## src/rtl/dlat_pkg.sv

```systemverilog
// rtl/dlat_pkg.sv - shared constants and helpers for the gated-latch bank
package dlat_pkg;

  // Gate reset pattern in ga,gb,gc,gd order: Q=0, _Q=1.
  localparam logic [3:0] GATE_RST = 4'b1101;

  function automatic int nto_width(input int w);
    return $clog2(4 * w + 1);
  endfunction

endpackage

```

## src/rtl/dlat_if.sv

```systemverilog
// rtl/dlat_if.sv - data, control and status bundle of the latch bank
interface dlat_if #(
  parameter int W = 12
) ();

  localparam int NW = dlat_pkg::nto_width(W);

  logic [W-1:0]  D;
  logic          G;
  logic [W-1:0]  _PC;
  logic [W-1:0]  _PS;
  logic          CLRFLG;
  logic [W-1:0]  Q;
  logic [W-1:0]  _Q;
  logic [NW-1:0] NTO;
  logic          SETTLED;
  logic          HAZARD;
  logic          OSC;

  modport master (
    output D, G, _PC, _PS, CLRFLG,
    input  Q, _Q, NTO, SETTLED, HAZARD, OSC
  );

  modport slave (
    input  D, G, _PC, _PS, CLRFLG,
    output Q, _Q, NTO, SETTLED, HAZARD, OSC
  );

endinterface

```

## src/rtl/dlat_cell.sv

```systemverilog
// rtl/dlat_cell.sv - one latch bit modelled as four unit-delay NAND gates
module dlat_cell
  import dlat_pkg::*;
(
  input  logic       clk,
  input  logic       rst,
  input  logic       g,
  input  logic       d,
  input  logic       pc_n,
  input  logic       ps_n,
  output logic [3:0] gates_nx,
  output logic [3:0] gates
);

  // Bit order ga=3, gb=2, gc=1, gd=0; next values feed the bank's change detect.
  always_comb begin
    gates_nx[3] = ~(g & d);
    gates_nx[2] = ~(g & gates[3]);
    gates_nx[1] = ~(gates[3] & gates[0] & ps_n);
    gates_nx[0] = ~(gates[2] & gates[1] & pc_n);
  end

  always_ff @(posedge clk) begin
    if (rst) begin
      gates <= GATE_RST;
    end else begin
      gates <= gates_nx;
    end
  end

endmodule

```

## src/rtl/dlat_bank.sv

```systemverilog
// rtl/dlat_bank.sv - bank of W gate-level latches with settle, oscillation and hazard monitors
module dlat_bank
  import dlat_pkg::*;
#(
  parameter int W      = 12,
  parameter int SETTLE = 3,
  parameter int OSCLIM = 16
) (
  input logic   U,
  input logic   RESET,
  dlat_if.slave bus
);

  localparam int NW = nto_width(W);

  logic [3:0]    gates    [W];
  logic [3:0]    gates_nx [W];
  logic [W-1:0]  q;
  logic [W-1:0]  qn;
  logic [NW-1:0] ones;
  logic [NW-1:0] nto;
  logic          change;
  logic [3:0]    settle_cnt;
  logic [7:0]    osc_cnt;
  logic          settled;
  logic          hazard;
  logic          osc;
  logic          g_prev;
  logic          hz_set;
  logic          osc_set;

  for (genvar i = 0; i < W; i++) begin : g_cell
    dlat_cell u_cell (
      .clk      (U),
      .rst      (RESET),
      .g        (bus.G),
      .d        (bus.D[i]),
      .pc_n     (bus._PC[i]),
      .ps_n     (bus._PS[i]),
      .gates_nx (gates_nx[i]),
      .gates    (gates[i])
    );
  end

  // A change is judged on the edge that loads it, so SETTLED counts from that edge.
  always_comb begin
    change = 1'b0;
    ones   = '0;
    q      = '0;
    qn     = '0;
    for (int k = 0; k < W; k++) begin
      change = change | (gates_nx[k] != gates[k]);
      ones   = ones + NW'($countones(gates[k]));
      q[k]   = gates[k][1];
      qn[k]  = gates[k][0];
    end
  end

  assign settled = (settle_cnt == 4'(SETTLE));
  assign hz_set  = (g_prev & ~bus.G & ~settled) | (|(~bus._PC & ~bus._PS));
  assign osc_set = change & (osc_cnt == 8'(OSCLIM - 1));

  always_ff @(posedge U) begin
    if (RESET) begin
      nto        <= NW'(3 * W);
      settle_cnt <= 4'(SETTLE);
      osc_cnt    <= '0;
      hazard     <= 1'b0;
      osc        <= 1'b0;
      g_prev     <= 1'b0;
    end else begin
      nto    <= ones;
      g_prev <= bus.G;
      if (change) begin
        settle_cnt <= '0;
        if (osc_cnt != 8'(OSCLIM)) osc_cnt <= osc_cnt + 8'd1;
      end else begin
        if (!settled) settle_cnt <= settle_cnt + 4'd1;
        osc_cnt <= '0;
      end
      hazard <= hz_set | (hazard & ~bus.CLRFLG);
      osc    <= osc_set | (osc & ~bus.CLRFLG);
    end
  end

  assign bus.Q       = q;
  assign bus._Q      = qn;
  assign bus.NTO     = nto;
  assign bus.SETTLED = settled;
  assign bus.HAZARD  = hazard;
  assign bus.OSC     = osc;

endmodule

```

## src/flat_wrapper.sv

```systemverilog
// flat-port wrapper written by rule: the top's interface ports become plain ports
module dlat_bank_flat import dlat_pkg::*;
#(
  parameter int W      = 12,
  parameter int SETTLE = 3,
  parameter int OSCLIM = 16
)
  (U, RESET, bus_D, bus_G, bus__PC, bus__PS, bus_CLRFLG, bus_Q, bus__Q, bus_NTO, bus_SETTLED, bus_HAZARD, bus_OSC);
  dlat_if #(.W(W)) bus_i ();
  input logic U;
  input logic RESET;
  input wire logic [$bits(bus_i.D)-1:0] bus_D;
  input wire logic [$bits(bus_i.G)-1:0] bus_G;
  input wire logic [$bits(bus_i._PC)-1:0] bus__PC;
  input wire logic [$bits(bus_i._PS)-1:0] bus__PS;
  input wire logic [$bits(bus_i.CLRFLG)-1:0] bus_CLRFLG;
  output wire logic [$bits(bus_i.Q)-1:0] bus_Q;
  output wire logic [$bits(bus_i._Q)-1:0] bus__Q;
  output wire logic [$bits(bus_i.NTO)-1:0] bus_NTO;
  output wire logic [$bits(bus_i.SETTLED)-1:0] bus_SETTLED;
  output wire logic [$bits(bus_i.HAZARD)-1:0] bus_HAZARD;
  output wire logic [$bits(bus_i.OSC)-1:0] bus_OSC;
  assign bus_i.D = bus_D;
  assign bus_i.G = bus_G;
  assign bus_i._PC = bus__PC;
  assign bus_i._PS = bus__PS;
  assign bus_i.CLRFLG = bus_CLRFLG;
  assign bus_Q = bus_i.Q;
  assign bus__Q = bus_i._Q;
  assign bus_NTO = bus_i.NTO;
  assign bus_SETTLED = bus_i.SETTLED;
  assign bus_HAZARD = bus_i.HAZARD;
  assign bus_OSC = bus_i.OSC;
  dlat_bank #(.W(W), .SETTLE(SETTLE), .OSCLIM(OSCLIM)) u_core (.U(U), .RESET(RESET), .bus(bus_i));
endmodule
```

## config.mk

```make
export PLATFORM = sky130hd
export DESIGN_NAME = dlat_bank_flat
export DESIGN_NICKNAME = d
export VERILOG_FILES = /design/src/rtl/dlat_pkg.sv /design/src/rtl/dlat_if.sv /design/src/rtl/dlat_cell.sv /design/src/rtl/dlat_bank.sv /design/src/flat_wrapper.sv
export SDC_FILE = /design/constraint.sdc
export NUM_CORES = 1
export LEC_CHECK = 0
export CAP_MARGIN = 20
export CELL_PAD_IN_SITES_DETAIL_PLACEMENT = 0
export CELL_PAD_IN_SITES_GLOBAL_PLACEMENT = 1
export CORE_UTILIZATION = 42
export DETAILED_ROUTE_END_ITERATION = 8
export GPL_TIMING_DRIVEN = 0
export PLACE_DENSITY_LB_ADDON = 0.12
export SYNTH_ARGS = -nofsm -noshare
export SYNTH_HDL_FRONTEND = slang
export SYNTH_SLANG_ARGS = --single-unit
export TNS_END_PERCENT = 50
```

## constraint.sdc

```tcl
create_clock -name U -period 6.5 [get_ports U]
set_input_delay 0.975 -clock U [delete_from_list [all_inputs] [get_ports U]]
set_output_delay 0.975 -clock U [all_outputs]
set_load 0.03 [all_outputs]
```

==> impl_metrics.env, run 1 <==
export IMPL_outcome="complete, no violations"
export IMPL_synth_flop_cell="dfxtp_1"
export IMPL_synth_cell_types=45
export IMPL_rows=38
export IMPL_power_density_mw_per_mm2=461
export IMPL_worst_setup_path_start_kind="register"
export IMPL_first_pass_iters=5
export IMPL_routabilityCongestion=0.909
export IMPL_peakVddDrop_mv=0.603
export IMPL_post_cts_resized=0
export IMPL_clock_sinks=69
export IMPL_cp_arrival_ps=5490
export IMPL_fmax_mhz=191
export IMPL_io_pins=73
export IMPL_hold_viol=0
export IMPL_utilization=0.534
export IMPL_die_area_mm2=0.0117
export IMPL_skew_ps=12.6
export IMPL_critPathMostFrequentCell="fa_1"
export IMPL_area_delta_synth_final_pct=22.9
export IMPL_crit_path_end_kind="register"
export IMPL_r2r_end="u_core.bus.NTO[5]"
export IMPL_slowest_stage="fa_1"
export IMPL_yosysTopAreaCell="dfxtp_1"
export IMPL_drive_above_1_share=0.0884
export IMPL_nNetsFinal=703
export IMPL_grt_usage=0.243
export IMPL_syn_area_mm2=0.00473
export IMPL_cts_buffers=9
export IMPL_post_place_ws_ps=1230
export IMPL_io_buffers=70
export IMPL_synth_avg_cell_area_um2=9.44
export IMPL_min_path_cells=1
export IMPL_worstMarginPinSlew_ps=850
export IMPL_synth_warnings=0
export IMPL_hp_class="register to register"
export IMPL_grt_max_degree=13
export IMPL_grt_pass1_vias=3838
export IMPL_clock_latency_ps=350
export IMPL_num_vias=3929
export IMPL_htree_levels=3
export IMPL_antenna_found_initial=0
export IMPL_drv_slew=0
export IMPL_crit_family="adder cells"
export IMPL_p_total_mw=2.68
export IMPL_synth_enable_flop_cells=0
export IMPL_core_area_mm2=0.0109
export IMPL_critPathMaxFanout=7
export IMPL_cts_tree="built"
export IMPL_syn_nets=621
export IMPL_reg2reg_depth=17
export IMPL_leakagePower_nw=2.56
export IMPL_rsz0062_at_grt="no"
export IMPL_r2r_start="u_core.g_cell[11].u_cell.gates[3]"
export IMPL_hp_start="u_core.g_cell[10].u_cell.gates[1]"
export IMPL_clk_pin_slew_ps=90
export IMPL_maxCapViolCount=0
export IMPL_diodes=0
export IMPL_fin_ws_ps=1260
export IMPL_syn_inst=501
export IMPL_critPathKind="register to register"
export IMPL_postCtsSetupBuffers=0
export IMPL_cts_hold_buf=0
export IMPL_nFillCells=1021
export IMPL_die_h_um=108
export IMPL_root_buffer="clkbuf_8"
export IMPL_r2r_slack_ps=1260
export IMPL_dpl_cell_count=711
export IMPL_synth_top_area_frac=0.292
export IMPL_place_area_mm2=0.00561
export IMPL_synth_seq_cells=69
export IMPL_hold_ws_ps=492
export IMPL_final_area_mm2=0.00581
export IMPL_fin_cells=728
export IMPL_grt_pass1_wl_mm=20.7
export IMPL_fin_crit_ps=5240
export IMPL_hpwl_mm=10.3
export IMPL_die_x_um=108
export IMPL_routedWlPerCell_um=18.2
export IMPL_finalCritPeriodShare=0.806
export IMPL_crit_chain="ha_1 > inv_1 > fa_1 > inv_1 > fa_1 > fa_1 > fa_1 > fa_1 > fa_1 > ha_1 > inv_1 > fa_1 > inv_1 > a21o_1 > a21oi_1 > xnor2_1 > nand2b_1"
export IMPL_cp_data_required_time_ps=6750
export IMPL_setup_tns_ps=0
export IMPL_start_util=0.434
export IMPL_ys_top_cells_by_area="dfxtp_1, fa_1, ha_1"
export IMPL_drc=0
export IMPL_slew_headroom=0.432
export IMPL_routed_wl_mm=13.2
export IMPL_synthArstFlopShare=0
export IMPL_path_buf_inv=4
export IMPL_ant_nets=0
export IMPL_finalSetupViolCount=0
export IMPL_hold_end="u_core.g_cell[10].u_cell.gates[0]"
export IMPL_slowest_delay_ps=550
export IMPL_clock_path_buffers=2
export IMPL_routed_via_density=5.40
export IMPL_grt_overflow_total=0
export IMPL_ys_seq_area_frac=0.292
export IMPL_dr_first_iter_drc_count=332
cell usage after synthesis, types with 6 or more instances:
cell type	count
and3_1	7
o211ai_1	9
inv_1	77
nand3b_1	9
a21oi_1	12
nor3_1	7
nor2_1	8
ha_1	37
a22oi_1	6
nand2b_1	11
buf_4	24
nor4_1	11
o22ai_1	17
dfxtp_1	69
fa_1	43
nand2_1	38
a31oi_1	19
clkbuf_1	9
nand4_1	7
nand3_1	14
nand4b_1	9
xnor2_1	8
xor2_1	8
registers in the layout, summed over array words and instances, names as in the netlist:
signal	count
u_core.bus.OSC	1
u_core.bus.NTO	6
u_core.osc_cnt	8
u_core.g_cell.u_cell.gates	48
u_core.g_prev	1
u_core.bus.HAZARD	1
u_core.settle_cnt	4
layout make-up:
type / instances / area, um^2 / area share
Multi-Input combinational cell: 320 / 2840 / 0.488
Inverter: 77 / 289 / 0.0497
Clock buffer: 11 / 141 / 0.0243
Buffer: 35 / 224 / 0.0385
Clock inverter: 5 / 60.1 / 0.0103
Timing Repair Buffer: 71 / 706 / 0.121
Tap cell: 140 / 175 / 0.0301
Sequential cell: 69 / 1380 / 0.238
power breakdown:
part / internal [mW] / leakage, nW / switching [mW]
clock network: 0.189 / 0.0995 / 0.179
logic: 0.869 / 1.89 / 0.927
registers: 0.476 / 0.570 / 0.0376
total: 1.53 / 2.56 / 1.14
worst reg2reg max path, delay by kind of cell, from the launching register on:
family	cells	cell delay (ps)
compound gates	2	180
fa+ha+maj	9	3990
flops	1	540
simple gates	1	60
xor+xnor	1	130
buf+inv	4	240
routing by layer:
layer	up-vias	track usage	wire length, um
li1	1863	-	-
met1	1887	0.338	6120
met2	159	0.373	6050
met3	20	0.0476	785
met4	0	0.0910	267
met5	-	0	0
worst max path at each step:
stage,depth (start not counted),endpoint,start,slack (ps)
after floorplan,17,u_core.bus.NTO[5],u_core.g_cell[11].u_cell.gates[2],1650
final,17,u_core.bus.NTO[5],u_core.g_cell[11].u_cell.gates[3],1260
after CTS,17,u_core.bus.NTO[5],u_core.g_cell[11].u_cell.gates[2],1240
after global routing,17,u_core.bus.NTO[5],u_core.g_cell[11].u_cell.gates[2],970
after detailed placement,17,u_core.bus.NTO[5],u_core.g_cell[11].u_cell.gates[2],1230
after global placement,17,u_core.bus.NTO[5],u_core.g_cell[11].u_cell.gates[2],1310
cells by family (layout without fill, tap and decap cells):
logic type | Yosys count | after routing | share of synthesized area
AO/OA/AOI/OAI | 82 | 82 | 0.115
XOR/XNOR | 16 | 16 | 0.0296
adder cells (fa/ha/maj) | 80 | 80 | 0.280
buffers and inverters | 112 | 199 | 0.108
flip-flops | 69 | 69 | 0.292
multiplexers | 3 | 3 | 0.00661
AND/OR/NAND/NOR | 139 | 139 | 0.169
cells in the final DEF, fill, tap and decap left out, drive strengths merged, types with 2 or more instances in the layout:
master	synthesis	layout
clkinv	0	3
a31o	2	2
clkbuf	9	21
a21o	5	5
a22oi	6	6
o21ai	4	4
and3	7	7
mux2i	2	2
nor3	7	7
o211ai	9	9
nor2b	3	3
or3	3	3
dfxtp	69	69
nor4	12	12
buf	26	26
nor2	8	8
xnor2	8	8
a41oi	3	3
nand3	14	14
fa	43	43
clkdlybuf4s50	0	70
nand2	38	38
nand3b	9	9
a21oi	12	12
inv	77	77
or2	4	4
nand4	7	7
nor3b	3	3
a31oi	19	19
nand4b	9	9
ha	37	37
o22ai	17	17
xor2	8	8
nand2b	11	11
(Power assumes the default switching activity.)
==> run 2, diff against run 1 <==
Clock period 6.5 ns to 5.2 ns, I/O delays scaled along.
==> run 2 against run 1 <==
Design area increased by 1.9%. Clock skew increased by 0.98 ps. Critical endpoint unchanged. Critical path type unchanged. Fmax increased by 5.8%. Die area unchanged. Highest routed layer unchanged. Via count decreased by 0.46%. Global-route usage unchanged.
==> impl_metrics.env, run 2 (synthesis gave the netlist of run 1 again) <==
export IMPL_outcome="complete, no violations"
export IMPL_die_area_mm2=0.0117
export IMPL_hold_viol=0
export IMPL_worst_setup_path_start_kind="register"
export IMPL_register_area_mm2=0.00145
export IMPL_top_register="u_core.g_cell.u_cell.gates"
export IMPL_first_pass_iters=5
export IMPL_clock_path_buffers=2
export IMPL_num_vias=3911
export IMPL_clock_sinks=69
export IMPL_r2r_start="u_core.g_cell[2].u_cell.gates[0]"
export IMPL_finalSetupViolCount=0
export IMPL_drive_above_1_share=0.158
export IMPL_finalCritPeriodShare=0.952
export IMPL_critPathKind="register to register"
export IMPL_final_common_cell="inv_1"
export IMPL_clk_pin_slew_ps=90
export IMPL_rsz0062_at_grt="no"
export IMPL_leakagePower_nw=2.56
export IMPL_r2r_slack_ps=250
export IMPL_slowest_stage="fa_1"
export IMPL_peakVddDrop_mv=0.751
export IMPL_drc=0
export IMPL_hpwl_mm=10.3
export IMPL_nNetsFinal=705
export IMPL_dr_first_iter_drc_count=281
export IMPL_cp_data_required_time_ps=5450
export IMPL_maxCapViolCount=0
export IMPL_multi_input_area_mm2=0.00286
export IMPL_antenna_found_initial=0
export IMPL_root_buffer="clkbuf_8"
export IMPL_hp_class="register to register"
export IMPL_cp_arrival_ps=5200
export IMPL_cts_buffers=9
export IMPL_hold_ws_ps=450
export IMPL_core_area_mm2=0.0109
export IMPL_largest_register_ffs=48
export IMPL_crit_path_end_kind="register"
export IMPL_rows=38
export IMPL_final_cell_mix="inv_1, clkdlybuf4s50_1, nand2_1, fa_1, dfxtp_1"
export IMPL_die_x_um=108
export IMPL_drv_slew=0
export IMPL_start_util=0.434
export IMPL_final_area_mm2=0.00592
export IMPL_routabilityCongestion=0.909
export IMPL_nFillCells=1020
export IMPL_grt_usage=0.243
export IMPL_ant_nets=0
export IMPL_routed_via_density=5.36
export IMPL_crit_chain="ha_1 > inv_1 > fa_1 > inv_1 > fa_1 > inv_1 > fa_1 > inv_1 > fa_1 > fa_1 > fa_1 > ha_2 > inv_1 > fa_2 > inv_1 > a21o_1 > a21oi_1 > xnor2_1 > nand2b_1"
export IMPL_reg2reg_depth=19
export IMPL_grt_max_degree=13
export IMPL_power_density_mw_per_mm2=571
export IMPL_fmax_mhz=202
export IMPL_routed_wl_mm=13.4
export IMPL_hp_start="u_core.g_cell[6].u_cell.gates[3]"
export IMPL_die_h_um=108
export IMPL_worstMarginPinSlew_ps=848
export IMPL_fin_ws_ps=250
export IMPL_clock_latency_ps=350
export IMPL_critPathMaxFanout=5
export IMPL_routedWlPerCell_um=18.4
export IMPL_htree_levels=3
export IMPL_io_pins=73
export IMPL_fin_crit_ps=4950
export IMPL_grt_pass1_wl_mm=20.7
export IMPL_slowest_delay_ps=550
export IMPL_post_place_ws_ps=-67.8
export IMPL_cts_tree="built"
export IMPL_grt_pass1_vias=3838
export IMPL_area_delta_synth_final_pct=25.2
export IMPL_place_area_mm2=0.00561
export IMPL_slew_headroom=0.433
export IMPL_diodes=0
export IMPL_hold_end="u_core.g_cell[6].u_cell.gates[2]"
export IMPL_min_path_cells=1
export IMPL_io_buffers=70
export IMPL_grt_overflow_total=0
export IMPL_r2r_end="u_core.bus.NTO[5]"
export IMPL_skew_ps=13.5
run 2: worst max-delay path by stage:
| stage | startpoint | end | slack (ps) | depth (start not counted) |
|---|---|---|---|---|
| floorplan | u_core.g_cell[11].u_cell.gates[2] | u_core.bus.NTO[5] | 350 | 17 |
| global placement | u_core.g_cell[11].u_cell.gates[2] | u_core.bus.NTO[5] | 10 | 17 |
| detailed placement | u_core.g_cell[11].u_cell.gates[2] | u_core.bus.NTO[5] | -70 | 17 |
| CTS | u_core.g_cell[0].u_cell.gates[3] | u_core.bus.NTO[5] | 8 | 19 |
| global route | u_core.g_cell[8].u_cell.gates[0] | u_core.bus.NTO[5] | 0.08 | 17 |
| finish | u_core.g_cell[2].u_cell.gates[0] | u_core.bus.NTO[5] | 250 | 19 |
run 2: cell type report:
type / count / share of cell area
Sequential cell: 69 / 0.244
Buffer: 35 / 0.0378
Multi-Input combinational cell: 320 / 0.484
Timing Repair Buffer: 73 / 0.122
Clock buffer: 11 / 0.0239
Tap cell: 140 / 0.0296
Inverter: 77 / 0.0488
Clock inverter: 5 / 0.0101
run 2: critical path: cells and delay by family (launching register included):
| family | cells | cell delay [ps] |
|---|---|---|
| AOI/OAI and AO/OA | 2 | 180 |
| xor gates and xnor gates | 1 | 150 |
| adders and majority gates | 9 | 3730 |
| buffers and inverters | 6 | 320 |
| DFF | 1 | 380 |
| and+or+nand+nor | 1 | 60 |
run 2: report_power, final:
group	leakage (nW)	switching, mW	internal, mW
Clock	0.0995	0.224	0.236
Sequential	0.567	0.0480	0.595
Combinational	1.89	1.17	1.11
Total	2.56	1.44	1.94
run 2: layer usage:
layer  vias to the layer above  track usage  routed length [um]  part of all wire
met3                        18       0.0476                 686             0.051
li1                       1869            -                   -                 -
met5                         -            0                   0                 0
met1                      1897        0.338                6270              0.47
met2                       127        0.373                6170              0.46
met4                         0       0.0910                 281             0.021
run 2: repair_timing:
item / in CTS / in global routing
pin swaps: 0 / 6
hold buffers: 0 / 0
endpoints found under the hold margin: 0 / 0
setup endpoints to repair: 1 / 1
gates resized for setup: 3 / 46
buffers inserted: 0 / 2
run 2: metrics by stage:
stage / util / power (mW) / std cells / TNS [ps]
floorplan: - / 2.49 / 501 / 0
global route: 0.544 / 3.85 / 730 / 0
detailed placement: 0.515 / 2.96 / 711 / -67.8
finish: 0.544 / 3.38 / 730 / 0
global placement: 0.515 / 2.89 / 711 / 0
CTS: 0.534 / 3.42 / 727 / 0
